[src/rtl/seg_scan_decoder.sv]
// rtl/seg_scan_decoder.sv - scanned 7-segment receiver recovering 4-digit hour/minute frames
module seg_scan_decoder #(
   parameter int STABLE_CYCLES  = 4,
   parameter int TIMEOUT_CYCLES = 200000
) (
   input  logic        clock,
   input  logic        reset,
   input  logic [6:0]  segment,
   input  logic [3:0]  digit_sel,
   output logic [15:0] digits,
   output logic [3:0]  blank_mask,
   output logic [4:0]  hour,
   output logic [5:0]  minute,
   output logic        frame_valid,
   output logic        frame_err,
   output logic        code_err,
   output logic        link_lost
);

   localparam logic [3:0]  STABLE_N     = 4'(STABLE_CYCLES);
   localparam logic [19:0] TIMEOUT_N    = 20'(TIMEOUT_CYCLES);
   localparam logic [19:0] TIMEOUT_N_M1 = 20'(TIMEOUT_CYCLES - 1);

   // input sampling and stability tracking
   logic [6:0]  seg_in_q, seg_in_d;
   logic [3:0]  sel_in_q, sel_in_d;
   logic [10:0] prev_q, prev_d;
   logic [3:0]  stab_q, stab_d;
   logic [19:0] tmo_q, tmo_d;

   // frame staging
   logic [15:0] stage_q, stage_d;
   logic [3:0]  mask_q, mask_d;
   logic [3:0]  bad_q, bad_d;

   // registered outputs
   logic [15:0] digits_q, digits_d;
   logic [3:0]  blank_mask_q, blank_mask_d;
   logic [4:0]  hour_q, hour_d;
   logic [5:0]  minute_q, minute_d;
   logic        frame_valid_q, frame_valid_d;
   logic        frame_err_q, frame_err_d;
   logic        code_err_q, code_err_d;
   logic        link_lost_q, link_lost_d;

   // combinational helpers
   logic        onehot_c;
   logic        changed_c;
   logic        capture_c;
   logic [3:0]  dec_val_c;
   logic        dec_bad_c;
   logic        complete_c;
   logic        tmo_hit_c;
   logic [3:0]  val_c [4];
   logic [3:0]  blank_c;
   logic [6:0]  hour_full_c;
   logic [6:0]  minute_full_c;
   logic        accept_c;
   logic        reject_c;

   // classify the registered digit select and decide when a dwell is stable enough to capture
   always_comb begin
      onehot_c = 1'b0;
      case (sel_in_q)
         4'b0001, 4'b0010, 4'b0100, 4'b1000: onehot_c = 1'b1;
         default:                            onehot_c = 1'b0;
      endcase
      changed_c = ({sel_in_q, seg_in_q} != prev_q);
      if (!onehot_c) begin
         stab_d = 4'd0;
      end else if (changed_c || stab_q == 4'd0) begin
         stab_d = 4'd1;
      end else if (stab_q < STABLE_N) begin
         stab_d = stab_q + 4'd1;
      end else begin
         stab_d = stab_q;
      end
      // the counter holds at the threshold, so a long dwell only matches once
      capture_c = onehot_c && (stab_d == STABLE_N) && (changed_c || stab_q != STABLE_N);
   end

   // segment pattern to BCD; 4'hF stands for blank and for undecodable patterns
   always_comb begin
      dec_val_c = 4'hF;
      dec_bad_c = 1'b0;
      case (seg_in_q)
         7'h3F:   dec_val_c = 4'd0;
         7'h06:   dec_val_c = 4'd1;
         7'h5B:   dec_val_c = 4'd2;
         7'h4F:   dec_val_c = 4'd3;
         7'h66:   dec_val_c = 4'd4;
         7'h6D:   dec_val_c = 4'd5;
         7'h7D:   dec_val_c = 4'd6;
         7'h07:   dec_val_c = 4'd7;
         7'h7F:   dec_val_c = 4'd8;
         7'h6F:   dec_val_c = 4'd9;
         7'h00:   dec_val_c = 4'hF;
         default: dec_bad_c = 1'b1;
      endcase
   end

   // evaluate a completed frame: blanks count as zero, x10 done as (x<<3)+(x<<1)
   always_comb begin
      complete_c = (mask_q == 4'hF);
      for (int i = 0; i < 4; i++) begin
         blank_c[i] = (stage_q[i*4 +: 4] == 4'hF);
         val_c[i]   = blank_c[i] ? 4'd0 : stage_q[i*4 +: 4];
      end
      hour_full_c   = {val_c[3], 3'b000} + {2'b00, val_c[3], 1'b0} + {3'b000, val_c[2]};
      minute_full_c = {val_c[1], 3'b000} + {2'b00, val_c[1], 1'b0} + {3'b000, val_c[0]};
      accept_c = complete_c && (bad_q == 4'h0) && (hour_full_c <= 7'd23) && (minute_full_c <= 7'd59);
      reject_c = complete_c && !accept_c;
   end

   // next-state for staging, link timeout and outputs
   always_comb begin
      seg_in_d = segment;
      sel_in_d = digit_sel;
      prev_d   = {sel_in_q, seg_in_q};

      // a capture restarts the silence timer; otherwise count up and stick at the limit
      tmo_hit_c = !capture_c && (tmo_q == TIMEOUT_N_M1);
      if (capture_c) begin
         tmo_d = 20'd0;
      end else if (tmo_q != TIMEOUT_N) begin
         tmo_d = tmo_q + 20'd1;
      end else begin
         tmo_d = tmo_q;
      end

      // a completed or timed-out frame empties the staging area before this cycle's capture lands
      stage_d = stage_q;
      mask_d  = complete_c ? 4'h0 : mask_q;
      bad_d   = complete_c ? 4'h0 : bad_q;
      if (tmo_hit_c) begin
         mask_d = 4'h0;
         bad_d  = 4'h0;
      end
      if (capture_c) begin
         mask_d = mask_d | sel_in_q;
         bad_d  = (bad_d & ~sel_in_q) | (dec_bad_c ? sel_in_q : 4'h0);
         for (int i = 0; i < 4; i++) begin
            if (sel_in_q[i]) begin
               stage_d[i*4 +: 4] = dec_val_c;
            end
         end
      end

      digits_d      = digits_q;
      blank_mask_d  = blank_mask_q;
      hour_d        = hour_q;
      minute_d      = minute_q;
      frame_valid_d = accept_c;
      frame_err_d   = reject_c;
      code_err_d    = capture_c && dec_bad_c;
      link_lost_d   = link_lost_q;
      if (tmo_hit_c) begin
         link_lost_d = 1'b1;
      end
      if (accept_c) begin
         digits_d     = stage_q;
         blank_mask_d = blank_c;
         hour_d       = hour_full_c[4:0];
         minute_d     = minute_full_c[5:0];
         link_lost_d  = 1'b0;
      end
   end

   // state registers with asynchronous active-low reset
   always_ff @(posedge clock or negedge reset) begin
      if (!reset) begin
         seg_in_q      <= 7'h00;
         sel_in_q      <= 4'h0;
         prev_q        <= 11'h000;
         stab_q        <= 4'd0;
         tmo_q         <= 20'd0;
         stage_q       <= 16'hFFFF;
         mask_q        <= 4'h0;
         bad_q         <= 4'h0;
         digits_q      <= 16'hFFFF;
         blank_mask_q  <= 4'hF;
         hour_q        <= 5'd0;
         minute_q      <= 6'd0;
         frame_valid_q <= 1'b0;
         frame_err_q   <= 1'b0;
         code_err_q    <= 1'b0;
         link_lost_q   <= 1'b1;
      end else begin
         seg_in_q      <= seg_in_d;
         sel_in_q      <= sel_in_d;
         prev_q        <= prev_d;
         stab_q        <= stab_d;
         tmo_q         <= tmo_d;
         stage_q       <= stage_d;
         mask_q        <= mask_d;
         bad_q         <= bad_d;
         digits_q      <= digits_d;
         blank_mask_q  <= blank_mask_d;
         hour_q        <= hour_d;
         minute_q      <= minute_d;
         frame_valid_q <= frame_valid_d;
         frame_err_q   <= frame_err_d;
         code_err_q    <= code_err_d;
         link_lost_q   <= link_lost_d;
      end
   end

   assign digits      = digits_q;
   assign blank_mask  = blank_mask_q;
   assign hour        = hour_q;
   assign minute      = minute_q;
   assign frame_valid = frame_valid_q;
   assign frame_err   = frame_err_q;
   assign code_err    = code_err_q;
   assign link_lost   = link_lost_q;

endmodule

[config.mk]
export PLATFORM = sky130hd
export DESIGN_NAME = seg_scan_decoder
export DESIGN_NICKNAME = d
export VERILOG_FILES = /design/src/rtl/seg_scan_decoder.sv
export SDC_FILE = /design/constraint.sdc
export NUM_CORES = 1
export LEC_CHECK = 0
export CAP_MARGIN = 20
export CORE_MARGIN = 4
export CORE_UTILIZATION = 35
export DETAILED_ROUTE_END_ITERATION = 10
export SYNTH_ARGS = -nofsm -noshare
export SYNTH_HDL_FRONTEND = slang
export SYNTH_SLANG_ARGS = --single-unit
[constraint.sdc]
create_clock -name clock -period 6.79 [get_ports clock]
set_input_delay 1.358 -clock clock [delete_from_list [all_inputs] [get_ports clock]]
set_output_delay 1.358 -clock clock [all_outputs]
set_load 0.005 [all_outputs]
==> reports/results.md <==
Critical path
• 11 — Worst Reg2Reg Path Length in Cells
• nand4_1 -> and2_1 -> fa_1 -> inv_1 -> fa_1 -> nor2b_1 -> o221ai_1 -> and3b_1 -> a2111oi_4 -> buf_4 -> mux2_2 — worst path cell trace
• 0.57 ns — Crit path largest cell delay
• register — type of element capturing the critical path
• 33 — Max Fanout on Critical Path
• dfstp_2 — CP max-delay cell
• register — crit path launch type
• 4.03 ns — Arr. time, crit path
• register to register — classification of the worst setup path
• minute[5]$_DFFE_PN0P_ — r2r endpoint
• 7.02 ns — Req. time, crit path
• fa_1 — most frequent cell on the critical path
• adder cells — CP top delay family
• 3.00 ns — register-to-register setup slack
• stage_q[9]$_DFFE_PN1P_ — worst flop-to-flop path startpoint
• 2 — critical path buffer and inverter count

Min path
• 2 — hold path depth
• blank_mask[1]$_DFFE_PN1P_ — hold-critical path endpoint
• blank_mask[1]$_DFFE_PN1P_ — start point of the worst hold path
• register to register — class of the worst hold path

Route
• 243 — First DRT Iteration DRCs
• 15.1 um — drt wl/cell
• 0 — DRC violations left
• 10600 um — routed wire length
• 3576 — Vias
• 0 — number of nets with antenna violations after routing
• 5.11 — Via-to-Cell Ratio
• 6 — number of iterations in the first detailed-routing pass

Final layout
• 21.3% — fraction of final layout cells with drive strength greater than 1
• 0 — Diodes inserted
• 542 — Final Net Count
• 41.8% — fraction of the core area covered by cells at the end of the flow
• 17.1% — layout overhead on the synthesized area
• 2550 sq um — area occupied by multi-input gates
• 1447 — final-layout fill cell count
• 2670 sq um — Seq. cell area
• 6350 sq um — cell area after layout
• 700 — post-route non-filler standard cell count

Clock network
• 9 — number of buffers added by the clock tree synthesis step
• yes — TritonCTS clock tree
• 0.35 ns — Skew-Pair Late Insertion Delay
• 0 — post-CTS resize count
• 2 — maximum number of buffers from clock root to sink
• clkbuf_16 — root cell of the clock tree
• 105 — Clock Sinks
• 0 — quantity of hold-fixing buffers added after cts
• 0 — buffers inserted by post-CTS timing repair
• 3 — maximum level of the CTS H-tree
• 0.07 ns — Clock Pin Slew Worst Setup and Hold Paths

Logic synthesis
• 502 — Syn Nets
• 0 — Yosys warning count
• 105 — Yosys reg bits
• 0 — number of synthesized flops with an enable pin
• 11.6 sq um — per-instance average area after synthesis
• 5420 sq um — combined area of all synthesized cells
• 68 — distinct cell type count after synthesis
• 100% — share of synthesized flip-flops with an asynchronous set or reset
• 467 — post-synthesis instance total
• 49.3% — register area share after synthesis
• dfrtp_1 — most frequently used flop master after synthesis

Outcome
• finished, final reports clean — run status

STA
• 0 ns — post-route setup TNS
• 0.710 ns — transition time at the pin with the least slew margin
• no — unrepaired setup endpoints after global routing
• 55.9% — fin crit share
• 0.00641 ns — Post-Route Skew
• 264 MHz — Max Freq
• 52.6% — Slew HR
• 0 — number of failing setup endpoints in the final timing report
• 0 — max-slew violation count
• 0.469 ns — worst-case hold slack
• 0 — final hold violations
• 3.79 ns — minimum period implied by the final worst setup slack

Place
• 47 — input/output buffers
• 6030 sq um — Area after DPL
• 683 — instance count after placement with tap cells included
• 7630 um — HPWL Detailed
• 0.825 — Final Wtd Congestion

Floorplan
• 132 um — overall die height
• 35.7% — Initial Util
• 48 — number of top-level pins
• 45 — floorplan row count
• 17600 sq um — die area
• 132 um — horizontal die dimension
• 15200 sq um — floorplan core area

GRT
• 78 — pin count of the biggest net entering global routing
• 3714 — number of global-route vias before repair
• 0 — total overflow reported by the global router
• 0 — antenna violations before repair
• 18500 um — first-pass GRT wire length
• 12.9% — Overall Global Routing Usage

Power
• 2.66 nW — Static Leak
• 0.000138 V — peak ir drop on the vdd network
• 189 nW/um^2 — Power Dens Cells

Flow run
• 0 — Max-cap violations

metrics by stage:
step                power, W  worst slack, ns
floorplan           0.000675             3.22
global placement    0.000699             3.08
detailed placement  0.000700             3.00
CTS                  0.00122             2.98
global route         0.00126             2.77
finish               0.00120             3.00
where the power goes:
group	switching, W	total (W)	leakage (nW)	internal [W]
clock network	0.000222	0.000512	0.148	0.000290
logic	0.0000252	0.0000450	1.24	0.0000198
registers	0.0000116	0.000645	1.26	0.000634
registers in the layout, summed over array words and instances, names as in the netlist:
register / count
bad_q: 4
blank_mask: 4
code_err: 1
digits: 16
frame_err: 1
frame_valid: 1
hour: 5
link_lost: 1
mask_q: 4
minute: 6
prev_q: 11
seg_in_q: 7
sel_in_q: 4
stab_q: 4
stage_q: 16
tmo_q: 20
metal layers:
layer  track usage, %  share of wire (%)  wire (um)
met3             4.03                3.3        348
met5                0                  0          0
met2             20.9                 48       5060
met4             3.06                1.1        119
met1             17.0                 48       5040
placed cells by master, fill, tap and decap left out, types with 10 or more instances in the layout:
cell type / instances
nand3_1: 14
nor2_1: 32
dfrtp_1: 68
xor2_1: 10
clkdlybuf4s50_1: 46
nand4_1: 15
nand2_1: 26
xnor2_1: 23
clkbuf_16: 10
inv_1: 23
and2_1: 10
mux2_2: 19
mux2_4: 20
dfstp_2: 37
ha_1: 18
worst max path at each step:
stage / from / cells after the start / end
floorplan: stage_q[15]$_DFFE_PN1P_ / 11 / hour[1]$_DFFE_PN0P_
global placement: stage_q[11]$_DFFE_PN1P_ / 11 / minute[5]$_DFFE_PN0P_
detailed placement: stage_q[9]$_DFFE_PN1P_ / 11 / hour[4]$_DFFE_PN0P_
CTS: stage_q[9]$_DFFE_PN1P_ / 11 / minute[5]$_DFFE_PN0P_
global route: stage_q[9]$_DFFE_PN1P_ / 11 / hour[4]$_DFFE_PN0P_
finish: stage_q[9]$_DFFE_PN1P_ / 11 / minute[5]$_DFFE_PN0P_
cell families after synthesis:
group / Yosys count / share of synthesized area, %
adder cells (fa/ha/maj): 22 / 5.63
flip-flops: 105 / 49.3
AND/OR/NAND/NOR: 155 / 16.1
multiplexers: 49 / 11.4
AO/OA/AOI/OAI: 59 / 8.56
buffers and inverters: 44 / 3.69
XOR/XNOR: 33 / 5.33
layout make-up:
| cell class | instances | share of cell area, % |
|---|---|---|
| clock inverter | 2 | 0.158 |
| multi-input combinational | 318 | 40.1 |
| clock buffer | 14 | 4.49 |
| tap | 188 | 3.70 |
| sequential | 105 | 42.1 |
| timing repair buffer | 50 | 8.04 |
| inverter | 23 | 1.36 |
synth_stat cells, types with 4 or more instances:
cell | instances | area share, %
a21o_1 | 4 | 0.55
a21oi_1 | 8 | 0.74
a31oi_1 | 5 | 0.58
and2_1 | 10 | 1.2
and3_1 | 8 | 0.92
and4_1 | 4 | 0.65
buf_2 | 10 | 0.92
clkbuf_1 | 8 | 0.55
dfrtp_1 | 68 | 31
dfstp_2 | 37 | 18
fa_1 | 4 | 1.5
ha_1 | 18 | 4.2
inv_1 | 23 | 1.6
mux2_2 | 19 | 3.9
mux2_4 | 20 | 5.5
mux2i_1 | 8 | 1.5
nand2_1 | 26 | 1.8
nand3_1 | 14 | 1.3
nand3b_1 | 6 | 0.83
nand4_1 | 15 | 1.7
nor2_1 | 32 | 2.2
nor3_1 | 9 | 0.83
o21ai_0 | 8 | 0.74
o21ai_1 | 4 | 0.37
xnor2_1 | 23 | 3.7
xor2_1 | 10 | 1.6
worst reg2reg max path: stages (launching register included):
cell and delay (ns):
dfstp_2 0.57, nand4_1 0.16, and2_1 0.21, fa_1 0.52
inv_1 0.07, fa_1 0.45, nor2b_1 0.17, o221ai_1 0.13
and3b_1 0.21, a2111oi_4 0.26, buf_4 0.52, mux2_2 0.40
Note: power is estimated with default switching activity, not from simulation.
